## src/rtl/ram_arb_pkg.sv

```systemverilog
// Shared types and constants for the two-port SRAM arbiter.
// The round-robin option is selected by RAM_ARB_RR_EN (see ram_arb_pick).
package ram_arb_pkg;

    localparam int unsigned RAM_ARB_CNT_W = 4;

    typedef enum logic [1:0] {
        IDLE,
        SETUP,
        STROBE,
        HOLD
    } ram_arb_state_t;

    typedef enum logic {
        PORT_A,
        PORT_B
    } ram_arb_port_t;

endpackage

```

## src/rtl/ram_arb_pick.sv

```systemverilog
// Grant selection for the SRAM arbiter.
// RAM_ARB_RR_EN defined: round-robin on contention; undefined: port A has fixed priority.
module ram_arb_pick
    import ram_arb_pkg::*;
(
    input  logic          a_req,
    input  logic          b_req,
    input  ram_arb_port_t rr_last,
    output logic          grant_valid,
    output ram_arb_port_t grant_port
);

    assign grant_valid = a_req | b_req;

`ifdef RAM_ARB_RR_EN
    always_comb begin
        if (a_req && b_req) begin
            grant_port = (rr_last == PORT_A) ? PORT_B : PORT_A;
        end else if (a_req) begin
            grant_port = PORT_A;
        end else begin
            grant_port = PORT_B;
        end
    end
`else
    logic unused_rr_last;
    assign unused_rr_last = rr_last;
    assign grant_port     = a_req ? PORT_A : PORT_B;
`endif

endmodule

```

## src/rtl/ram_arbiter.sv

```systemverilog
// Two-port arbiter and strobe sequencer for an asynchronous SRAM with active-low CS/WE/OE.
// Build option RAM_ARB_RR_EN enables round-robin arbitration (default: fixed priority to A).
module ram_arbiter
    import ram_arb_pkg::*;
#(
    parameter int unsigned AW          = 16,
    parameter int unsigned DW          = 8,
    parameter int unsigned WAIT_STATES = 1
) (
    input  logic          clk,
    input  logic          reset,
    input  logic          a_req,
    input  logic          a_we,
    input  logic [AW-1:0] a_addr,
    input  logic [DW-1:0] a_wdata,
    output logic          a_ack,
    output logic [DW-1:0] a_rdata,
    input  logic          b_req,
    input  logic          b_we,
    input  logic [AW-1:0] b_addr,
    input  logic [DW-1:0] b_wdata,
    output logic          b_ack,
    output logic [DW-1:0] b_rdata,
    output logic [AW-1:0] ram_addr,
    output logic [DW-1:0] ram_dout,
    output logic          ram_doe,
    input  logic [DW-1:0] ram_din,
    output logic          ram_cs_n,
    output logic          ram_we_n,
    output logic          ram_oe_n,
    output logic          busy
);

    localparam logic [RAM_ARB_CNT_W-1:0] LAST_CNT = RAM_ARB_CNT_W'(WAIT_STATES);

    ram_arb_state_t           state_q, state_d;
    logic [RAM_ARB_CNT_W-1:0] cnt_q, cnt_d;
    ram_arb_port_t            winner_q, winner_d;
    logic                     wr_q, wr_d;
    logic [AW-1:0]            addr_q, addr_d;
    logic [DW-1:0]            dout_q, dout_d;
    logic                     doe_q, doe_d;
    logic                     cs_n_q, cs_n_d;
    logic                     we_n_q, we_n_d;
    logic                     oe_n_q, oe_n_d;
    logic                     a_ack_q, a_ack_d;
    logic                     b_ack_q, b_ack_d;
    logic [DW-1:0]            a_rdata_q, a_rdata_d;
    logic [DW-1:0]            b_rdata_q, b_rdata_d;

    logic          grant_valid;
    ram_arb_port_t grant_port;
    ram_arb_port_t rr_last;
    logic          sel_we;
    logic [AW-1:0] sel_addr;
    logic [DW-1:0] sel_wdata;

`ifdef RAM_ARB_RR_EN
    ram_arb_port_t rr_q, rr_d;
    assign rr_last = rr_q;
`else
    assign rr_last = PORT_B;
`endif

    ram_arb_pick u_pick (
        .a_req       (a_req),
        .b_req       (b_req),
        .rr_last     (rr_last),
        .grant_valid (grant_valid),
        .grant_port  (grant_port)
    );

    assign sel_we    = (grant_port == PORT_A) ? a_we    : b_we;
    assign sel_addr  = (grant_port == PORT_A) ? a_addr  : b_addr;
    assign sel_wdata = (grant_port == PORT_A) ? a_wdata : b_wdata;

    // Strobe *_d values are the levels for the state being entered, so every
    // SRAM control pin comes straight from a flop and cannot glitch.
    always_comb begin
        state_d   = state_q;
        cnt_d     = cnt_q;
        winner_d  = winner_q;
        wr_d      = wr_q;
        addr_d    = addr_q;
        dout_d    = dout_q;
        doe_d     = 1'b0;
        cs_n_d    = 1'b1;
        we_n_d    = 1'b1;
        oe_n_d    = 1'b1;
        a_ack_d   = 1'b0;
        b_ack_d   = 1'b0;
        a_rdata_d = a_rdata_q;
        b_rdata_d = b_rdata_q;
`ifdef RAM_ARB_RR_EN
        rr_d      = rr_q;
`endif
        unique case (state_q)
            IDLE: begin
                if (grant_valid) begin
                    state_d  = SETUP;
                    winner_d = grant_port;
                    wr_d     = sel_we;
                    addr_d   = sel_addr;
                    dout_d   = sel_wdata;
                    cs_n_d   = 1'b0;
                    doe_d    = sel_we;
                    oe_n_d   = sel_we;
`ifdef RAM_ARB_RR_EN
                    rr_d     = grant_port;
`endif
                end
            end
            SETUP: begin
                state_d = STROBE;
                cnt_d   = '0;
                cs_n_d  = 1'b0;
                doe_d   = wr_q;
                we_n_d  = ~wr_q;
                oe_n_d  = wr_q;
            end
            STROBE: begin
                cs_n_d = 1'b0;
                doe_d  = wr_q;
                if (cnt_q == LAST_CNT) begin
                    state_d = HOLD;
                    a_ack_d = (winner_q == PORT_A);
                    b_ack_d = (winner_q == PORT_B);
                    if (!wr_q) begin
                        if (winner_q == PORT_A) a_rdata_d = ram_din;
                        else                    b_rdata_d = ram_din;
                    end
                end else begin
                    cnt_d  = cnt_q + 1'b1;
                    we_n_d = ~wr_q;
                    oe_n_d = wr_q;
                end
            end
            HOLD: begin
                state_d = IDLE;
            end
            default: begin
                state_d = IDLE;
            end
        endcase
    end

    always_ff @(posedge clk or posedge reset) begin
        if (reset) begin
            state_q   <= IDLE;
            cnt_q     <= '0;
            winner_q  <= PORT_A;
            wr_q      <= 1'b0;
            addr_q    <= '0;
            dout_q    <= '0;
            doe_q     <= 1'b0;
            cs_n_q    <= 1'b1;
            we_n_q    <= 1'b1;
            oe_n_q    <= 1'b1;
            a_ack_q   <= 1'b0;
            b_ack_q   <= 1'b0;
            a_rdata_q <= '0;
            b_rdata_q <= '0;
        end else begin
            state_q   <= state_d;
            cnt_q     <= cnt_d;
            winner_q  <= winner_d;
            wr_q      <= wr_d;
            addr_q    <= addr_d;
            dout_q    <= dout_d;
            doe_q     <= doe_d;
            cs_n_q    <= cs_n_d;
            we_n_q    <= we_n_d;
            oe_n_q    <= oe_n_d;
            a_ack_q   <= a_ack_d;
            b_ack_q   <= b_ack_d;
            a_rdata_q <= a_rdata_d;
            b_rdata_q <= b_rdata_d;
        end
    end

`ifdef RAM_ARB_RR_EN
    always_ff @(posedge clk or posedge reset) begin
        if (reset) rr_q <= PORT_B;
        else       rr_q <= rr_d;
    end
`endif

    assign ram_addr = addr_q;
    assign ram_dout = dout_q;
    assign ram_doe  = doe_q;
    assign ram_cs_n = cs_n_q;
    assign ram_we_n = we_n_q;
    assign ram_oe_n = oe_n_q;
    assign a_ack    = a_ack_q;
    assign b_ack    = b_ack_q;
    assign a_rdata  = a_rdata_q;
    assign b_rdata  = b_rdata_q;
    assign busy     = (state_q != IDLE);

endmodule

```

## config.mk

```make
export PLATFORM = sky130hd
export DESIGN_NAME = ram_arbiter
export DESIGN_NICKNAME = d
export VERILOG_FILES = /design/src/rtl/ram_arb_pkg.sv /design/src/rtl/ram_arb_pick.sv /design/src/rtl/ram_arbiter.sv
export SDC_FILE = /design/constraint.sdc
export NUM_CORES = 1
export LEC_CHECK = 0
export BUFFER_PORTS_ARGS = -buffer_cell sky130_fd_sc_hd__buf_2
export CAP_MARGIN = 40
export CORE_MARGIN = 2
export CORE_UTILIZATION = 42
export DETAILED_ROUTE_END_ITERATION = 16
export GPL_ROUTABILITY_DRIVEN = 1
export PLACE_DENSITY_LB_ADDON = 0.3
export REMOVE_ABC_BUFFERS = 1
export SLEW_MARGIN = 25
export SYNTH_ARGS = -nofsm -noshare
export SYNTH_HDL_FRONTEND = slang
export SYNTH_SLANG_ARGS = --single-unit
```

## constraint.sdc

```tcl
create_clock -name clk -period 1.75 [get_ports clk]
set_input_delay 0.35 -clock clk [delete_from_list [all_inputs] [get_ports clk]]
set_output_delay 0.35 -clock clk [all_outputs]
set_load 0.02 [all_outputs]
```

==> flow_summary.json <==
{
  "status": "complete, no violations",
  "syn-instance-count": 206,
  "synth_ff_type": "dfrtp_1",
  "critPathLaunchType": "register",
  "yosysSeqAreaShare_pct": 55.82,
  "syn_area_um2": 2427,
  "yosysMostFrequentCell": "dfrtp_1",
  "async_flop_share_pct": 100.0,
  "cpMaxStageDelayCell": "or3b_2",
  "drcViolationCount": 0,
  "critPathMaxStageDelay_ps": 460,
  "ys_ff_latch": 54,
  "place_hpwl_mm": 3.888,
  "nets": 390,
  "die_area_um2": 6403,
  "fin_util_pct": 58.74,
  "wirelength_mm": 5.038,
  "wl_per_cell_um": 12.75,
  "fmaxAchievable_ghz": 0.5901,
  "first_global_vias": 1807,
  "drt_pass1_iterations": 4,
  "postSynthAreaPerCell_um2": 11.78,
  "path_max_fanout": 3,
  "grt_use_total_pct": 16.51,
  "yosysTopAreaCell": "dfrtp_1",
  "drt_iter0_markers": 77,
  "clkSlewWorstSetupHoldPaths_ps": 90,
  "critPathArrivalTime_ps": 1920,
  "gp_congestion": 0.8380,
  "period_needed_ps": 1695,
  "critPathTopFamily": "simple AND/OR/NAND/NOR gates",
  "via_per_inst": 4.835,
  "power.leakage_nw": 1.734,
  "period_share_pct": 96.84,
  "worstPathRequired_ps": 1970,
  "relSlewSlack_pct": 66.98,
  "crit_chain": "inv_1 -> ha_1 -> or3b_2 -> a21oi_1 -> mux2i_1",
  "dp.cells": 386,
  "cts.sinks": 54,
  "grt_first_pass_wirelength_mm": 8.211,
  "cts-buffers-inserted": 5,
  "worst_pin_slew_ps": 494.6,
  "synthTopCellsByArea": "dfrtp_1, mux2i_1, o21ai_0",
  "layout.cells.non_filler": 395,
  "rows": 27,
  "synth_commonest_cells": "dfrtp_1, o21ai_0, nand2_1",
  "grt_overflow": 0,
  "netlist.area_leader.share_pct": 52.58,
  "antenna_found_initial": 0,
  "clock_path_buffers": 2,
  "ys_types": 34,
  "hold_path.class": "input pin to async pin",
  "end_kind": "register",
  "grt_max_degree": 51,
  "cts.htree.levels": 2,
  "numPortBuffers": 108,
  "hold_violations": 0,
  "worstPathBufferInverterCount": 1,
  "detailed_place.area_um2": 3129,
  "clk_latency_ps": 300,
  "clockRootBuffer": "clkbuf_8",
  "skew_ps": 6.389,
  "setup_viol_count_final": 0,
  "slew_viol_final": 0,
  "synth_edf_count": 0,
  "postRouteAntennaNets": 0,
  "antenna_cells": 0,
  "postLayoutCellArea_um2": 3254,
  "cts_tree": "done",
  "syn2layout_area_growth_pct": 34.07,
  "max_cap_violations": 0,
  "ios": 109,
  "core-area_um2": 5540,
  "die_h_um": 80.02,
  "ir_drop_mv": 0.6751,
  "die_w_um": 80.02,
  "num_vias": 1910,
  "drive_gt1_share_pct": 47.99,
  "crit_type": "register to register",
  "power.density_nw_per_um2": 1745,
  "start_util_pct": 43.81,
  "ys_warn_count": 0
}
[registers in the layout (all words and copies together) (netlist names)]
signal    flops
ram_addr     16
a_rdata       8
b_rdata       8
ram_dout      8
cnt_q         4
state_q       2
a_ack         1
b_ack         1
ram_cs_n      1
ram_doe       1
ram_oe_n      1
ram_we_n      1
winner_q      1
wr_q          1
[layout by cell type, fill, tap and decap left out, types with 3 or more instances in the layout]
master,netlist,routed
dfrtp_1,51,51
clkbuf_8,0,5
nor2_1,4,4
dfstp_2,3,3
inv_1,7,5
o21ai_0,30,30
nand2_1,29,29
mux2_4,8,8
mux2_2,8,8
buf_12,0,3
buf_2,3,108
buf_4,1,7
mux2i_1,25,25
ha_1,6,4
[area by class of cell]
cell class | instances | area (um^2)
Clock inverter | 3 | 40.04
Fill cell | 488 | 2286
Sequential cell | 54 | 1355
Tap cell | 72 | 90.09
Multi-Input combinational cell | 135 | 1010
Inverter | 7 | 26.28
Clock buffer | 5 | 68.82
Timing Repair Buffer | 119 | 664.4
[final timing paths]
kind,slack [ps],startpoint,depth (start not counted),endpoint
max in group asynchronous,1180,reset,3,a_rdata[3]$_DFFE_PP0P_
worst min-delay path,60,reset,2,b_rdata[2]$_DFFE_PP0P_
min in group clk,300,ram_din[2],2,a_rdata[2]$_DFFE_PP0P_
worst max register to register,60,cnt_q[1]$_DFFE_PP0P_,5,state_q[1]$_DFFE_PP0P_
worst min register to register,480,ram_addr[14]$_DFFE_PP0P_,2,ram_addr[14]$_DFFE_PP0P_
worst max-delay path,60,cnt_q[1]$_DFFE_PP0P_,5,state_q[1]$_DFFE_PP0P_
[through the flow]
stage          power [mW]  hold WS (ps)  worst slack [ps]  setup TNS [ps]
2_1_floorplan       3.854         461.7            -505.7          -14200
3_3_place_gp        4.790         405.9             102.7               0
3_5_place_dp        4.885         408.9             72.82               0
4_1_cts             5.711         74.78             58.88               0
5_1_grt             6.094         83.19            -8.553          -31.34
6_report            5.679         63.61             55.34               0
[report_power, final]
group	internal, mW	leakage (nW)	total (mW)	switching, mW
logic	1.12	1.02	2.72	1.60
clock network	0.421	0.0579	0.800	0.379
registers	1.85	0.659	2.16	0.315
[worst reg2reg max path: cells and delay by family, from the launching register on]
kind | cells | cell delay, ps
AOI/OAI and AO/OA | 1 | 260
and+or+nand+nor | 1 | 460
buffers and inverters | 1 | 80
DFF | 1 | 400
muxes | 1 | 230
adders and majority gates | 1 | 180
[layer usage]
layer | part of all wire (%) | wire, um | vias up | track usage (%)
met5 | 0 | 0 | - | 0
met4 | 0.67 | 34 | 0 | 5.424
met3 | 8.2 | 412 | 4 | 5.090
met2 | 46 | 2322 | 88 | 27.00
met1 | 45 | 2269 | 875 | 20.82
li1 | - | - | 943 | -
[timing repair]
item                                    CTS  global route
gates resized for setup                   0             4
setup buffers                             0             1
hold buffers                              0             0
endpoints found under the setup margin    0             9
[kinds of logic (layout without fill, tap and decap cells)]
logic type / count (synthesis) / in the layout / synth area share, %
adders and majority gates: 6 / 6 / 3.093
muxes: 41 / 41 / 18.97
buffers and inverters: 17 / 134 / 3.248
DFF: 54 / 54 / 55.82
and+or+nand+nor: 47 / 47 / 9.485
AOI/OAI and AO/OA: 41 / 41 / 9.382
No activity file was read; power rests on OpenSTA's default activity.
